**src/rtl/ofmaps_axis_packer_if.sv**
```systemverilog
// AXI4-Stream link between the ofmap packer and the ofmap DMA.
// The master drives data/valid/last; the slave returns ready.
interface ofmaps_axis_packer_if #(
    parameter int DATA_WIDTH = 64
) ();
    logic [DATA_WIDTH-1:0] tdata;
    logic                  tvalid;
    logic                  tready;
    logic                  tlast;

    modport master (output tdata, output tvalid, output tlast, input tready);
    modport slave  (input tdata, input tvalid, input tlast, output tready);
endinterface

```
**src/rtl/ofmaps_axis_packer.sv**
```systemverilog
// Captures MAC result vectors into a two-entry ping-pong buffer and streams them
// out as sign-extended bytes over AXI4-Stream, with frame tlast/frame_done marking.
module ofmaps_axis_packer #(
    parameter int MAC_NUM         = 256,
    parameter int AXIS_DATA_WIDTH = 64
) (
    input  logic                         clk,
    input  logic                         rst,
    input  logic [6*MAC_NUM-1:0]         MAC_out,
    input  logic                         MAC_o_valid,
    input  logic [15:0]                  frame_vectors,
    input  logic                         start,
    ofmaps_axis_packer_if.master         m_axis,
    output logic                         buf_full,
    output logic                         overflow,
    output logic                         frame_done
);
    localparam int LANES   = AXIS_DATA_WIDTH / 8;
    localparam int BEATS   = MAC_NUM / LANES;
    localparam int BEAT_W  = (BEATS > 1) ? $clog2(BEATS) : 1;
    localparam int VEC_W   = 6 * MAC_NUM;
    localparam int SLICE_W = 6 * LANES;

    typedef enum logic [1:0] {
        EMPTY = 2'd0,
        ONE   = 2'd1,
        FULL  = 2'd2
    } buf_state_t;

    buf_state_t          state_reg, state_next;
    logic [VEC_W-1:0]    buf_reg [2];
    logic                wr_ptr_reg;
    logic                rd_ptr_reg;
    logic [BEAT_W-1:0]   beat_reg;
    logic [15:0]         vec_cnt_reg;
    logic [15:0]         frame_len_reg;
    logic                overflow_reg;
    logic                frame_done_reg;

    logic                tvalid;
    logic                last_beat;
    logic                tlast;
    logic                handshake;
    logic                pop;
    logic                push;
    logic                drop;
    logic                start_ok;
    logic [15:0]         frame_len_in;
    logic [15:0]         frame_len_eff;
    logic [VEC_W-1:0]    rd_vec;
    logic [SLICE_W-1:0]  rd_slice;

    // The frame length is taken live while the first vector of a frame is out,
    // then held for the rest of that frame.
    assign frame_len_in  = (frame_vectors == 16'd0) ? 16'd1 : frame_vectors;
    assign frame_len_eff = (vec_cnt_reg == 16'd0) ? frame_len_in : frame_len_reg;

    assign tvalid    = (state_reg != EMPTY);
    assign last_beat = (beat_reg == BEAT_W'(BEATS - 1));
    assign tlast     = tvalid && last_beat && (vec_cnt_reg == frame_len_eff - 16'd1);
    assign handshake = tvalid && m_axis.tready;
    assign pop       = handshake && last_beat;
    assign push      = MAC_o_valid && ((state_reg != FULL) || pop);
    assign drop      = MAC_o_valid && (state_reg == FULL) && !pop;
    assign start_ok  = start && (state_reg == EMPTY);

    always_comb begin
        state_next = state_reg;
        if (push && !pop) begin
            case (state_reg)
                EMPTY:   state_next = ONE;
                default: state_next = FULL;
            endcase
        end else if (pop && !push) begin
            case (state_reg)
                FULL:    state_next = ONE;
                default: state_next = EMPTY;
            endcase
        end
    end

    always_ff @(posedge clk) begin
        if (rst) state_reg <= EMPTY;
        else     state_reg <= state_next;
    end

    always_ff @(posedge clk) begin
        if (rst) begin
            buf_reg[0]     <= '0;
            buf_reg[1]     <= '0;
            wr_ptr_reg     <= 1'b0;
            rd_ptr_reg     <= 1'b0;
            beat_reg       <= '0;
            vec_cnt_reg    <= '0;
            frame_len_reg  <= 16'd1;
            overflow_reg   <= 1'b0;
            frame_done_reg <= 1'b0;
        end else begin
            if (push) begin
                buf_reg[wr_ptr_reg] <= MAC_out;
                wr_ptr_reg          <= ~wr_ptr_reg;
            end
            if (handshake) begin
                beat_reg <= last_beat ? '0 : beat_reg + 1'b1;
            end
            if (pop) begin
                rd_ptr_reg <= ~rd_ptr_reg;
                if (tlast) begin
                    vec_cnt_reg <= '0;
                end else begin
                    vec_cnt_reg <= vec_cnt_reg + 16'd1;
                    if (vec_cnt_reg == 16'd0) frame_len_reg <= frame_len_in;
                end
            end
            frame_done_reg <= pop && tlast;
            // start only lands on an empty buffer, so it never collides with a pop.
            if (start_ok) begin
                vec_cnt_reg  <= '0;
                overflow_reg <= 1'b0;
            end else if (drop) begin
                overflow_reg <= 1'b1;
            end
        end
    end

    assign rd_vec   = buf_reg[rd_ptr_reg];
    assign rd_slice = rd_vec[beat_reg*SLICE_W +: SLICE_W];

    for (genvar gi = 0; gi < LANES; gi++) begin : g_lane
        assign m_axis.tdata[8*gi +: 8] = {{2{rd_slice[6*gi+5]}}, rd_slice[6*gi +: 6]};
    end

    assign m_axis.tvalid = tvalid;
    assign m_axis.tlast  = tlast;
    assign buf_full      = (state_reg == FULL);
    assign overflow      = overflow_reg;
    assign frame_done    = frame_done_reg;
endmodule

```
**src/flat_wrapper.sv**
```systemverilog
// flat-port wrapper written by rule: the top's interface ports become plain ports
module ofmaps_axis_packer_flat 
#(
    parameter int MAC_NUM         = 256,
    parameter int AXIS_DATA_WIDTH = 64
)
  (clk, rst, MAC_out, MAC_o_valid, frame_vectors, start, buf_full, overflow, frame_done, m_axis_tdata, m_axis_tvalid, m_axis_tlast, m_axis_tready);
  ofmaps_axis_packer_if #(.DATA_WIDTH((64))) m_axis_i ();
  input  logic clk;
  input  logic rst;
  input  logic [6*MAC_NUM-1:0] MAC_out;
  input  logic MAC_o_valid;
  input  logic [15:0] frame_vectors;
  input  logic start;
  output logic buf_full;
  output logic overflow;
  output logic frame_done;
  output wire logic [$bits(m_axis_i.tdata)-1:0] m_axis_tdata;
  output wire logic [$bits(m_axis_i.tvalid)-1:0] m_axis_tvalid;
  output wire logic [$bits(m_axis_i.tlast)-1:0] m_axis_tlast;
  input wire logic [$bits(m_axis_i.tready)-1:0] m_axis_tready;
  assign m_axis_tdata = m_axis_i.tdata;
  assign m_axis_tvalid = m_axis_i.tvalid;
  assign m_axis_tlast = m_axis_i.tlast;
  assign m_axis_i.tready = m_axis_tready;
  ofmaps_axis_packer #(.MAC_NUM(MAC_NUM), .AXIS_DATA_WIDTH(AXIS_DATA_WIDTH)) u_core (.clk(clk), .rst(rst), .MAC_out(MAC_out), .MAC_o_valid(MAC_o_valid), .frame_vectors(frame_vectors), .start(start), .m_axis(m_axis_i), .buf_full(buf_full), .overflow(overflow), .frame_done(frame_done));
endmodule
```
**config.mk**
```make
export PLATFORM = sky130hd
export DESIGN_NAME = ofmaps_axis_packer_flat
export DESIGN_NICKNAME = d
export VERILOG_FILES = /design/src/rtl/ofmaps_axis_packer_if.sv /design/src/rtl/ofmaps_axis_packer.sv /design/src/flat_wrapper.sv
export SDC_FILE = /design/constraint.sdc
export NUM_CORES = 2
export LEC_CHECK = 0
export ABC_AREA = 1
export CAP_MARGIN = 20
export CORE_AREA = 2 2 634 636
export CTS_CLUSTER_DIAMETER = 80
export DETAILED_ROUTE_END_ITERATION = 12
export DIE_AREA = 0 0 636 638
export SLEW_MARGIN = 20
export SYNTH_ARGS = -nofsm -noshare
export SYNTH_HDL_FRONTEND = slang
export SYNTH_SLANG_ARGS = --single-unit
```
**constraint.sdc**
```tcl
create_clock -name clk -period 41.3 [get_ports clk]
set_input_delay 6.195 -clock clk [delete_from_list [all_inputs] [get_ports clk]]
set_output_delay 6.195 -clock clk [all_outputs]
set_load 0.01 [all_outputs]
```
After elaboration in Yosys (flattened, before gate mapping)
Memories as Yosys holds them, arrays and structs flattened. A register that Yosys moved wholly into a read port is not among the register bits.
Index checks and enable logic that the tools add are counted.
- register bits: 43
- bits in writable memories: 3072
- bits of input ports: 1557
- output and inout bits: 69
- word-level logic and storage cells: 61
- memories: 1
- add/subtract/negate cells: 3
- $mul: 1
- equality and inequality tests: 4
- shifts and indexed selects: 1
- muxes and demuxes: 18
- bitwise operators: 3
- reductions and logical operators: 22
- memory list (name ; depth ; width ; rd ports ; clocked after memory_dff ; wr ports ; line ; source):
    u_core.buf_reg ; 2 ; 1536 ; 1 ; 1 ; 2 ; ofmaps_axis_packer.sv:31 ; logic [VEC_W-1:0] buf_reg [2];
- operators with widths (operator ; count):
    1536-bit 2-to-1 mux ; 1
    1536-bit OR reduction ; 1
    1536-bit by 12-bit indexed part select with 48-bit output ; 1
    16-bit 2-to-1 mux ; 3
    16-bit zero test ; 2
    16-bit by 1-bit adder with 16-bit output, second input constant ; 1
    16-bit equality test ; 1
    16-bit by 1-bit subtractor with 16-bit output, second input constant ; 1
    1-bit logical AND ; 11
    1-bit 2-to-1 mux ; 10
    5-bit by 2-bit multiplier with 7-bit output, second input constant ; 1
    2-bit 2-to-1 mux ; 3
    5-bit by 1-bit adder with 5-bit output, second input constant ; 1
    5-bit equality test, second input constant ; 1
    5-bit 2-to-1 mux ; 1
    2-bit nonzero test ; 2
    1-bit NOT ; 3
    2-bit equality test, second input constant ; 1
    1-bit zero test ; 2
    2-bit zero test ; 1
    2-bit != test, second input constant ; 1
    2-bit AND reduction ; 1
    2-bit OR reduction ; 1
    1-bit logical OR ; 1

Logic depth before layout (Yosys ltp)
- depth after elaboration: 10
- depth in mapped cells: 25

Least setup slack after synthesis
Ideal clock, no wire load.
- kind: input to register
- start: input m_axis_tready
- end: memory u_core.buf_reg[1][0] (netlist bit), enable pin
- library setup time: 10.556 ns
- arrival: 32.260 ns
- data required time: 30.744 ns
- slack: -1.517 ns
- stages: 10
- path buffers: 2
- path through: nand2_1 inv_1 nand2_1 nand2_1 nand2_1 inv_1 nand3_1 clkbuf_1 clkbuf_1 nand2_1
- RTL lines (element ; line ; source):
    start, declared ; flat_wrapper.sv:21 ; input wire logic [$bits(m_axis_i.tready)-1:0] m_axis_tready;
    end, declared ; ofmaps_axis_packer.sv:31 ;

Worst setup path in the final report
- start: input frame_vectors[5]
- end: output m_axis_tlast
- cells in the longest elaborated chain, start to end: 6
- ends and longest elaborated chain (element ; line ; source):
    start, declared ; flat_wrapper.sv:13 ; input logic [15:0] frame_vectors;
    16-bit zero test ; ofmaps_axis_packer.sv:55 ; assign frame_len_in = (frame_vectors == 16'd0) ? 16'd1 : frame_vectors;
    16-bit 2-to-1 mux (*) ; ofmaps_axis_packer.sv:55 ;
    16-bit 2-to-1 mux (*) ; - ;
    16-bit by 1-bit subtractor with 16-bit output (*) ; ofmaps_axis_packer.sv:60 ; assign tlast = tvalid && last_beat && (vec_cnt_reg == frame_len_eff - 16'd1);
    16-bit equality test (*) ; ofmaps_axis_packer.sv:60 ;
    1-bit logical AND (*) ; ofmaps_axis_packer.sv:60 ;
    end, declared ; flat_wrapper.sv:20 ; output wire logic [$bits(m_axis_i.tlast)-1:0] m_axis_tlast;
Mark *: on every way between the ends. The rest lies on a longest branch, timed or not.

==> impl_metrics.toml <==
[drt]
wl_per_cell_um = 31.2
dr.pass1.iters = 8
drt-total-wl_um = 661000
drtIter0Drc = 17127
via_per_inst = 5.49
vias = 116096
drtAntennaViolNets = 0
drc = 0

[cells_and_area]
final_layout_size_suffix_gt1_share_pct = 5.50
final_util_pct = 43.7
finalNonFillerCells = 21163
final_nets = 17087
final_common_cell = "nor2_1"
syn_to_final_growth_pct = 23.4
final_cell_mix = "nor2_1 (5,193), edfxtp_1 (3,072), o21ai_0 (1,924)"
postLayoutCellArea_um2 = 174000
largest_reg_flops = 3072

[timing]
rsz0062_at_grt = "false"
slew_headroom_pct = 8.43
hold_viol = 0
finalClockSkew_ns = 0.0907
report.final.setup_viol = 0
setup_ws_ns = 25.82
period_needed_ns = 15.48
hold_ws_ns = 0.489
slew_violations = 0
fin_tns_setup_ns = 0
fmax_mhz = 64.6
worstMarginPinSlew_ns = 1.37
finalCritPeriodShare_pct = 37.5

[logic_synthesis]
synth_edf_count = 3072
synthArstFlopShare_pct = 0
synth-seq-area-share_pct = 66.0
syn-instance-count = 14304
syn-cell-area_um2 = 141000
synth.distinct_cells = 43
synth_top_flop_cell = "edfxtp_1"
yosys_warnings = 0
synth.ff_latch_count = 3116
syn_avg_cell_area_um2 = 9.86
syn_nets = 15867

[clock_network]
clk_latency_ns = 1.01
clkTransAtPathRegs_ns = 0.06
post-cts-setup-buffer-count = 0
cts_resized = 0
cts.path.max_buffers = 4
cts_tree = "done"
clockRootBuffer = "clkbuf_16"
htreeDepth = 5
cts_hold_buffers = 0
numCtsBuffers = 350
clock-sinks = 3116

[die]
dieHeight_um = 638
initial_utilization_pct = 35.4
pin_count = 1626
core-area_um2 = 399000
dieArea_um2 = 406000
die_w_um = 636
placementRows = 232

[critical_path]
end_kind = "output pin"
cp.arrival_ns = 9.29
cp-start-kind = "input port"
critPathMaxFanout = 5
required_ns = 35.10
setup.worst_path.class = "in2out"

[outcome]
status = "completed"

[grt]
grt_pass1_vias = 106534
grt_usage_pct = 31.2
grt_pass1_wl_um = 876000
grt_max_degree = 214
overflow = 0
antenna_found_initial = 158

[run]
drv_cap = 0

[placed_design]
dp_cells = 20435
dpl.hpwl_um = 477000
placed_cell_area_um2 = 163000
gp_congestion = 0.948
numPortBuffers = 1625
place_ws_ns = 25.81

[power_and_ir_drop]
p_leak_nw = 70.7
max-vdd-ir-drop_mv = 0.0358
cellPowerDensity_nw_per_um2 = 46.2
power.total_mw = 8.05

[worst_hold_path]
hp-class = "reg2reg"
==> area by class of cell <==
type,instances,area [µm²]
fillers,38201,224000
clock buffers,428,9160
multi-input cells,8532,38000
well taps,5265,6590
clock inverters,203,2160
flip-flops and latches,3116,93200
diodes,95,238
repair buffers,1911,18800
inverters,1613,6090
==> cell usage after synthesis (2+ instances only) <==
cell type | number | area [µm²]
nor2_1 | 5203 | 19500
edfxtp_1 | 3072 | 92200
o21ai_0 | 1971 | 9860
inv_1 | 1607 | 6030
o22ai_1 | 952 | 5960
clkbuf_1 | 902 | 3390
nand2_1 | 165 | 619
buf_2 | 97 | 485
nand3_1 | 59 | 295
o32ai_1 | 48 | 420
dfxtp_1 | 44 | 881
xor2_1 | 22 | 193
buf_4 | 21 | 158
a21oi_1 | 18 | 90.1
buf_1 | 18 | 67.6
nand2_2 | 16 | 100
a21oi_2 | 14 | 123
nor3_1 | 9 | 45.0
nor2_4 | 7 | 78.8
ha_1 | 6 | 75.1
nor2_2 | 6 | 37.5
inv_2 | 5 | 18.8
nand4_1 | 5 | 31.3
buf_6 | 4 | 45.0
nand3b_1 | 4 | 30.0
o221ai_1 | 4 | 35.0
xnor2_1 | 3 | 26.3
a22oi_1 | 2 | 15.0
a32oi_1 | 2 | 17.5
nand3_2 | 2 | 20.0
nor4_1 | 2 | 12.5
o21ai_1 | 2 | 10.0
o21bai_1 | 2 | 15.0
==> layer usage <==
metal	wire, µm	global-route usage, %	vias to the layer above	share of wire [%]
met2	285000	45.7	7037	43
met3	68000	6.85	1225	10
li1	-	-	50531	-
met4	55800	23.0	72	8.4
met1	251000	40.7	57231	38
met5	477	0	-	0.072
==> where the power goes <==
group	switching [mW]	leakage (nW)	total [mW]	internal, mW
registers	0.0564	32.5	3.78	3.72
logic	0.818	32.8	1.14	0.325
clock network	1.35	5.48	3.12	1.78
total	2.22	70.7	8.05	5.82
==> cells by family after synthesis <==
| group | Yosys count | synth area share (%) |
|---|---|---|
| AO/OA/AOI/OAI | 3017 | 11.7 |
| buffers and inverters | 2656 | 7.24 |
| adder cells (fa/ha/maj) | 6 | 0.0532 |
| AND/OR/NAND/NOR | 5484 | 14.8 |
| XOR/XNOR | 25 | 0.155 |
| flip-flops | 3116 | 66.0 |
==> final timing paths <==
| check | start | end | slack [ns] | cells past startpoint |
|---|---|---|---|---|
| worst max-delay path | frame_vectors[5] | m_axis_tlast | 25.82 | 21 |
| worst min-delay path | u_core.vec_cnt_reg[14]$_SDFFE_PP0P_ | u_core.vec_cnt_reg[14]$_SDFFE_PP0P_ | 0.49 | 2 |
| worst max register to register | u_core.beat_reg[1]$_SDFFE_PP0P_ | u_core.buf_reg[0][1434]$_SDFFCE_PN0P_ | 32.83 | 15 |
| worst min register to register | u_core.vec_cnt_reg[14]$_SDFFE_PP0P_ | u_core.vec_cnt_reg[14]$_SDFFE_PP0P_ | 0.49 | 2 |
==> worst max-delay path: stages <==
cell	delay [ns]
clkdlybuf4s50_1	0.47
nor2_1	0.22
nand2_1	0.08
nor2_1	0.12
nand2_1	0.09
nand3_1	0.10
nand2_1	0.14
ha_1	0.35
xnor2_1	0.13
nor2_1	0.08
o21ai_0	0.09
nor2_1	0.09
nand2_1	0.07
nor2_1	0.10
nand2_1	0.06
nor2_1	0.09
nand2_1	0.07
nor2_1	0.08
nand2_1	0.08
inv_1	0.06
clkdlybuf4s50_1	0.52
Power figures use the tool's default switching activity.
